[config.mk]
export PLATFORM = sky130hd
export DESIGN_NAME = wb_port_arbiter_flat
export DESIGN_NICKNAME = d
export VERILOG_FILES = /design/src/rtl/wb_arb_pkg.sv /design/src/rtl/wb_port_arbiter_if.sv /design/src/rtl/wb_arb_starve_ctr.sv /design/src/rtl/wb_port_arbiter.sv /design/src/flat_wrapper.sv
export SDC_FILE = /design/constraint.sdc
export NUM_CORES = 1
export LEC_CHECK = 0
export CORE_MARGIN = 1
export CORE_UTILIZATION = 41
export DETAILED_ROUTE_END_ITERATION = 8
export GPL_ROUTABILITY_DRIVEN = 0
export HOLD_SLACK_MARGIN = 0.05
export PLACE_DENSITY = 0.89
export REMOVE_ABC_BUFFERS = 1
export SYNTH_ARGS = -nofsm -noshare
export SYNTH_HDL_FRONTEND = slang
export SYNTH_HIERARCHICAL = 1
export SYNTH_SLANG_ARGS = --single-unit
[constraint.sdc]
create_clock -name clk -period 1.75 [get_ports clk]
set_input_delay 0.175 -clock clk [delete_from_list [all_inputs] [get_ports clk]]
set_output_delay 0.175 -clock clk [all_outputs]
set_load 0.1 [all_outputs]
[src/rtl/wb_arb_pkg.sv]
// Shared definitions for the register-file write-port arbiter: FSM encoding
// and default bus widths.
package wb_arb_pkg;

  typedef enum logic {
    PIPE_PRI  = 1'b0,
    FORCE_AUX = 1'b1
  } arb_state_t;

  localparam int DEF_DATA_W = 8;
  localparam int DEF_ADDR_W = 3;

endpackage

[src/rtl/wb_port_arbiter_if.sv]
// Bundle of the pipeline, aux-unit and register-file write-port signals
// handled by wb_port_arbiter.
interface wb_port_arbiter_if #(
  parameter int DATA_W = 8,
  parameter int ADDR_W = 3
);

  logic              pipe_we;
  logic [ADDR_W-1:0] pipe_rd;
  logic [DATA_W-1:0] pipe_data;
  logic              pipe_stall;

  logic              aux_valid;
  logic [ADDR_W-1:0] aux_rd;
  logic [DATA_W-1:0] aux_data;
  logic              aux_ready;

  logic              rf_we;
  logic [ADDR_W-1:0] rf_waddr;
  logic [DATA_W-1:0] rf_wdata;

  // Arbiter side
  modport slave (
    input  pipe_we, pipe_rd, pipe_data, aux_valid, aux_rd, aux_data,
    output pipe_stall, aux_ready, rf_we, rf_waddr, rf_wdata
  );

  // Pipeline / aux / register-file side
  modport master (
    output pipe_we, pipe_rd, pipe_data, aux_valid, aux_rd, aux_data,
    input  pipe_stall, aux_ready, rf_we, rf_waddr, rf_wdata
  );

endinterface

[src/rtl/wb_arb_starve_ctr.sv]
// Counts consecutive cycles in which aux is blocked by the pipeline and
// raises force_req on the cycle the limit is reached.
module wb_arb_starve_ctr #(
  parameter int STARVE_LIMIT = 4
) (
  input  logic clk,
  input  logic rst,
  input  logic blocked,
  output logic force_req
);

  localparam int SW = (STARVE_LIMIT < 2) ? 1 : $clog2(STARVE_LIMIT);

  logic [SW-1:0] starve_cnt;
  logic          at_limit;

  assign at_limit  = (starve_cnt == SW'(STARVE_LIMIT - 1));
  assign force_req = blocked && at_limit;

  // Any unblocked cycle (aux idle or granted) restarts the count; the limit hit also clears it.
  always_ff @(posedge clk or posedge rst) begin
    if (rst) begin
      starve_cnt <= '0;
    end else if (!blocked || at_limit) begin
      starve_cnt <= '0;
    end else begin
      starve_cnt <= starve_cnt + SW'(1);
    end
  end

endmodule

[src/rtl/wb_port_arbiter.sv]
// Arbitrates the single register-file write port between the EX/WB pipeline
// (priority) and an aux unit, with a forced aux grant after prolonged starvation.
module wb_port_arbiter
  import wb_arb_pkg::*;
#(
  parameter int DATA_W       = DEF_DATA_W,
  parameter int ADDR_W       = DEF_ADDR_W,
  parameter int STARVE_LIMIT = 4,
  parameter int CNT_W        = 8
) (
  input  logic             clk,
  input  logic             rst,
  wb_port_arbiter_if.slave bus,
  output logic [CNT_W-1:0] force_cnt
);

  arb_state_t        state, next_state;
  logic              grant_pipe, grant_aux, stall, blocked, force_req;
  logic              vld_p1;
  logic [ADDR_W-1:0] waddr_p1;
  logic [DATA_W-1:0] wdata_p1;

  function automatic logic [CNT_W-1:0] sat_inc(input logic [CNT_W-1:0] v);
    return (&v) ? v : v + CNT_W'(1);
  endfunction

  assign blocked = (state == PIPE_PRI) && bus.pipe_we && bus.aux_valid;

  wb_arb_starve_ctr #(
    .STARVE_LIMIT(STARVE_LIMIT)
  ) u_starve (
    .clk      (clk),
    .rst      (rst),
    .blocked  (blocked),
    .force_req(force_req)
  );

  always_ff @(posedge clk or posedge rst) begin
    if (rst) begin
      state <= PIPE_PRI;
    end else begin
      state <= next_state;
    end
  end

  always_comb begin
    next_state = PIPE_PRI;
    grant_pipe = 1'b0;
    grant_aux  = 1'b0;
    stall      = 1'b0;
    case (state)
      PIPE_PRI: begin
        grant_pipe = bus.pipe_we;
        grant_aux  = !bus.pipe_we && bus.aux_valid;
        if (force_req) next_state = FORCE_AUX;
      end
      FORCE_AUX: begin
        stall     = 1'b1;
        grant_aux = bus.aux_valid;
      end
      default: ;
    endcase
  end

  // Handshakes are suppressed while reset is held so an in-flight aux result is not consumed.
  assign bus.aux_ready  = grant_aux && !rst;
  assign bus.pipe_stall = stall && !rst;

  // Stage p0 -> p1: granted write registered onto the register-file port
  always_ff @(posedge clk or posedge rst) begin
    if (rst) begin
      vld_p1    <= 1'b0;
      waddr_p1  <= '0;
      wdata_p1  <= '0;
      force_cnt <= '0;
    end else begin
      vld_p1 <= grant_pipe || grant_aux;
      if (grant_pipe) begin
        waddr_p1 <= bus.pipe_rd;
        wdata_p1 <= bus.pipe_data;
      end else if (grant_aux) begin
        waddr_p1 <= bus.aux_rd;
        wdata_p1 <= bus.aux_data;
      end
      if (state == FORCE_AUX && grant_aux) force_cnt <= sat_inc(force_cnt);
    end
  end

  assign bus.rf_we    = vld_p1;
  assign bus.rf_waddr = waddr_p1;
  assign bus.rf_wdata = wdata_p1;

endmodule

[src/flat_wrapper.sv]
// flat-port wrapper written by rule: the top's interface ports become plain ports
module wb_port_arbiter_flat import wb_arb_pkg::*;
#(
  parameter int DATA_W       = DEF_DATA_W,
  parameter int ADDR_W       = DEF_ADDR_W,
  parameter int STARVE_LIMIT = 4,
  parameter int CNT_W        = 8
)
  (clk, rst, force_cnt, bus_pipe_we, bus_pipe_rd, bus_pipe_data, bus_aux_valid, bus_aux_rd, bus_aux_data, bus_pipe_stall, bus_aux_ready, bus_rf_we, bus_rf_waddr, bus_rf_wdata);
  wb_port_arbiter_if #(.DATA_W(DATA_W), .ADDR_W(ADDR_W)) bus_i ();
  input  logic clk;
  input  logic rst;
  output logic [CNT_W-1:0] force_cnt;
  input wire logic [$bits(bus_i.pipe_we)-1:0] bus_pipe_we;
  input wire logic [$bits(bus_i.pipe_rd)-1:0] bus_pipe_rd;
  input wire logic [$bits(bus_i.pipe_data)-1:0] bus_pipe_data;
  input wire logic [$bits(bus_i.aux_valid)-1:0] bus_aux_valid;
  input wire logic [$bits(bus_i.aux_rd)-1:0] bus_aux_rd;
  input wire logic [$bits(bus_i.aux_data)-1:0] bus_aux_data;
  output wire logic [$bits(bus_i.pipe_stall)-1:0] bus_pipe_stall;
  output wire logic [$bits(bus_i.aux_ready)-1:0] bus_aux_ready;
  output wire logic [$bits(bus_i.rf_we)-1:0] bus_rf_we;
  output wire logic [$bits(bus_i.rf_waddr)-1:0] bus_rf_waddr;
  output wire logic [$bits(bus_i.rf_wdata)-1:0] bus_rf_wdata;
  assign bus_i.pipe_we = bus_pipe_we;
  assign bus_i.pipe_rd = bus_pipe_rd;
  assign bus_i.pipe_data = bus_pipe_data;
  assign bus_i.aux_valid = bus_aux_valid;
  assign bus_i.aux_rd = bus_aux_rd;
  assign bus_i.aux_data = bus_aux_data;
  assign bus_pipe_stall = bus_i.pipe_stall;
  assign bus_aux_ready = bus_i.aux_ready;
  assign bus_rf_we = bus_i.rf_we;
  assign bus_rf_waddr = bus_i.rf_waddr;
  assign bus_rf_wdata = bus_i.rf_wdata;
  wb_port_arbiter #(.DATA_W(DATA_W), .ADDR_W(ADDR_W), .STARVE_LIMIT(STARVE_LIMIT), .CNT_W(CNT_W)) u_core (.clk(clk), .rst(rst), .bus(bus_i), .force_cnt(force_cnt));
endmodule
### After elaboration in Yosys (flattened, before gate mapping)

Cells that the tools add are included.

* register bits: 23
* bits of input ports: 26
* output and inout port bits: 22
* word-level logic and storage cells: 36

* add/subtract/negate cells: 2
* equal/unequal tests: 1
* multiplexer cells: 10
* bitwise operators: 2
* reduce and logical (&&, ||, !) cells: 15

Operator list (count)
* 2-to-1 mux 8 bit: 2
* adder 8 x 1 -> 8 bit (second input constant): 1
* AND reduction 8 bit: 1
* logical AND 1 bit: 7
* 2-to-1 mux 3 bit: 2
* 2-to-1 mux 1 bit: 4
* logical NOT 1 bit: 3
* adder 2 x 1 -> 2 bit (second input constant): 1
* equality test 2 bit (second input constant): 1
* logical OR 1 bit: 2
* 2-to-1 mux 2 bit: 1
* inverter 1 bit: 2
* one-hot mux 1 bit (2 select lines): 1
* AND reduction 2 bit: 1
* nonzero test 2 bit: 1

### Longest topological paths before layout

* depth after elaboration: 6
* gate-level depth with buffers: 5
* mapped depth without buffers: 5

### Cells and area by module

Netlist, hierarchy kept.

By module, submodules not included
* wb_port_arbiter: times used 1, cells each 92, area an instance 1006.0 um2, seq. area each 525.5 um2
* wb_arb_starve_ctr: times used 1, cells each 7, area an instance 95.1 um2, seq. area each 50.0 um2

### Least setup slack after synthesis

Ideal clock, no wire load.

* kind: reg2out
* start point: register u_core.state
* end point: output bus_aux_ready
* arrival: 2899 ps
* slack: -1324 ps
* stages on the path, launching flop included: 4
* buffers on the path: 1
* cell sequence: dfrtp_1 nor2b_2 buf_2 nor3b_1

* cells in the longest elaborated chain, start to end: 3

RTL lines
* from (decl): line wb_port_arbiter.sv:17 `arb_state_t state, next_state;`
* from (signal assigned): line wb_port_arbiter.sv:42 `state <= next_state;`
* inverter 1 bit: line wb_port_arbiter.sv:51 `case (state)`
* one-hot mux 1 bit (2 select lines) (*): line wb_port_arbiter.sv:51
* logical AND 1 bit (*): line wb_port_arbiter.sv:66 `assign bus.aux_ready = grant_aux && !rst;`
* to (decl): line flat_wrapper.sv:21 `output wire logic [$bits(bus_i.aux_ready)-1:0] bus_aux_ready;`

Mark *: on every way between the ends. The rest lies on a longest branch, timed or not.

### Worst setup path after layout

Same ends and word-level chain as after synthesis.

==> flow_summary.json <==
{
  "leakagePower_uw": 0.000823,
  "cpPeakStageDelay_ps": 520,
  "clk_path_buf_depth": 2,
  "critical_path_class": "register to output pin",
  "io_buffers": 47,
  "synthSimpleGateAreaFrac_pct": 18.7,
  "wl_um": 2410,
  "ys_warn_count": 6,
  "synth.top_cell.area_share_pct": 52.3,
  "synth_compound_area_share_pct": 9.55,
  "cts_resized": 0,
  "yosys.area_share.adder_pct": 2.27,
  "status": "finished, final reports clean",
  "grt_max_degree": 19,
  "die_w_um": 53.8,
  "ys_types": 33,
  "core_area_um2": 2500,
  "worst-path-stages": 3,
  "yosysMostFrequentCell": "dfrtp_1",
  "drv_slew": 0,
  "grt_first_pass_wirelength_um": 3910,
  "ys_seq_area_share_pct": 52.3,
  "dr_total_vias": 945,
  "cts_buffers": 3,
  "path_cells": "nor2b_2 -> nor3b_2 -> buf_12",
  "stdcell_count": 181,
  "reg2reg_slack_ps": 230,
  "hold_ws_ps": 136,
  "post_cts_buffers": 0,
  "synth_edf_count": 0,
  "cp.arrival_ps": 1400,
  "die_h_um": 53.8,
  "ctsHoldBuffers": 0,
  "tns_ps": 0,
  "fin_util_pct": 68.5,
  "setup_viol": 0,
  "cts_root_buf": "clkbuf_4",
  "end_kind": "output pin",
  "drtAntennaViolNets": 0,
  "min_path_type": "primary input to async pin",
  "synth_top_area_cell": "dfrtp_1",
  "dieArea_um2": 2900,
  "clock_skew_ps": 10.4,
  "fillers": 178,
  "setup_ws_ps": 175,
  "start_util_pct": 44.0,
  "drc": 0,
  "r2r_start": "u_core/force_cnt[0]",
  "crit_end": "bus_aux_ready",
  "wl_per_cell_um": 13.3,
  "cts.sinks": 23,
  "htreeDepth": 1,
  "avgSynthCellArea_um2": 11.1,
  "critPathBufInv": 1,
  "ios": 48,
  "peakVddDrop_mv": 0.491,
  "syn2layout_area_growth_pct": 55.5,
  "synth_top_family_by_area": "simple AND/OR/NAND/NOR gates",
  "period_share_pct": 90.0,
  "crit_family": "flip-flops",
  "rr_worst_depth": 4,
  "via_per_inst": 5.22,
  "r2r_end": "u_core/force_cnt[1]",
  "final_nets": 180,
  "fmax_mhz": 635,
  "diodes": 0,
  "num_rows": 18,
  "path_max_fanout": 7,
  "slowest_stage": "dfrtp_1",
  "worstSetupStartpoint": "u_core/state",
  "synthMuxAreaShare_pct": 11.0,
  "synthTopCellsByArea": "dfrtp_1, mux2i_1, nand2_1",
  "synth_ff_type": "dfrtp_1",
  "drv_cap": 0,
  "rsz0062_at_grt": "no",
  "tritoncts": "yes",
  "synth_area_um2": 1100,
  "grt-ovfl-total": 0,
  "required_ps": 1570,
  "fin_crit_ps": 1570,
  "tightest_slew_ps": 286,
  "synth.cells.most_frequent": "dfrtp_1, nand2_1, mux2i_1",
  "clk_pin_slew_ps": 130,
  "dp_cells": 177,
  "grt_usage_pct": 18.8,
  "clock_latency_ps": 300,
  "max_slew_margin_pct": 81.1,
  "ys_ff_latch": 23,
  "crit_path_start_kind": "register",
  "hold_violations": 0,
  "synthXorXnorAreaFrac_pct": 3.18,
  "dr.first_iter.drc_count": 3,
  "dp.final_hpwl_um": 1900,
  "power_density_nw_per_um2": 716,
  "synth_cells": 99,
  "drt-pass1-iter-count": 4,
  "synthArstFlopShare_pct": 100,
  "grt_pass1_vias": 930,
  "antenna_found_initial": 0,
  "place_ws_ps": 112,
  "drive_gt1_share_pct": 27.8
}
[cell type report]
type	instances	area, um^2	area share [%]
Timing Repair Buffer	52	566	33.0
Sequential cell	23	576	33.6
Inverter	2	7.51	0.439
Tap cell	30	37.5	2.19
Multi-Input combinational cell	70	498	29.1
Clock buffer	3	22.5	1.32
Clock inverter	1	5.00	0.292
[worst register-to-register path: cells and delay by family, from the launching register on]
family,cells,cell delay (ps)
adders and majority gates,1,240
and+or+nand+nor,1,120
DFF,1,480
AOI/OAI and AO/OA,1,220
muxes,1,360
[kinds of logic (layout without fill, tap and decap cells)]
group | count (synthesis) | count (layout)
simple gates | 34 | 34
mux | 12 | 12
xor+xnor | 4 | 4
fa+ha+maj | 2 | 2
compound gates | 18 | 18
flops | 23 | 23
buf+inv | 6 | 58
[metrics by stage]
step | power [uW] | area, um^2
after detailed placement | 996 | 1680
final | 1230 | 1710
after global placement | 987 | 1680
after global routing | 1280 | 1710
after CTS | 1230 | 1710
after floorplan | 848 | 1080
[report_power, final]
part	total [uW]	internal [uW]	switching [uW]
logic	405	127	278
registers	582	560	21.4
clock network	239	85.1	154
[how the worst min path moves through the flow]
stage | start | endpoint | cells past startpoint
final | rst | u_core/u_starve/starve_cnt[0] | 2
after global routing | rst | u_core/u_starve/starve_cnt[0] | 2
after CTS | rst | u_core/u_starve/starve_cnt[0] | 2
after detailed placement | rst | u_core/u_starve/starve_cnt[1] | 2
after global placement | rst | u_core/u_starve/starve_cnt[0] | 2
after floorplan | rst | u_core/u_starve/starve_cnt[0] | 1
[registers in the layout, indices dropped and copies added, names as in the netlist]
name	flops
u_core/bus.rf_wdata	8
u_core/force_cnt	8
u_core/bus.rf_waddr	3
u_core/u_starve/starve_cnt	2
u_core/bus.rf_we	1
u_core/state	1
[routing by layer]
layer	vias to the layer above	part of all wire [%]	global-route usage (%)
met5	-	0	0
met2	46	51	30.9
met1	442	41	23.3
li1	451	-	-
met3	6	6.9	3.67
met4	0	1.5	9.65
[cell usage in the layout (no fill, tap or decap), types with 3 or more instances in the layout]
cell type        Yosys  routed
buf_4                2      18
clkdlybuf4s50_1      0      25
clkbuf_4             0       3
nand2_1             12      12
a21oi_1              3       3
o21ai_1              8       8
dfrtp_1             23      23
buf_12               0       9
nor2b_1              3       3
o21ai_0              3       3
nand3_1              3       3
mux2i_1             11      11
Power figures use the tool's default switching activity.
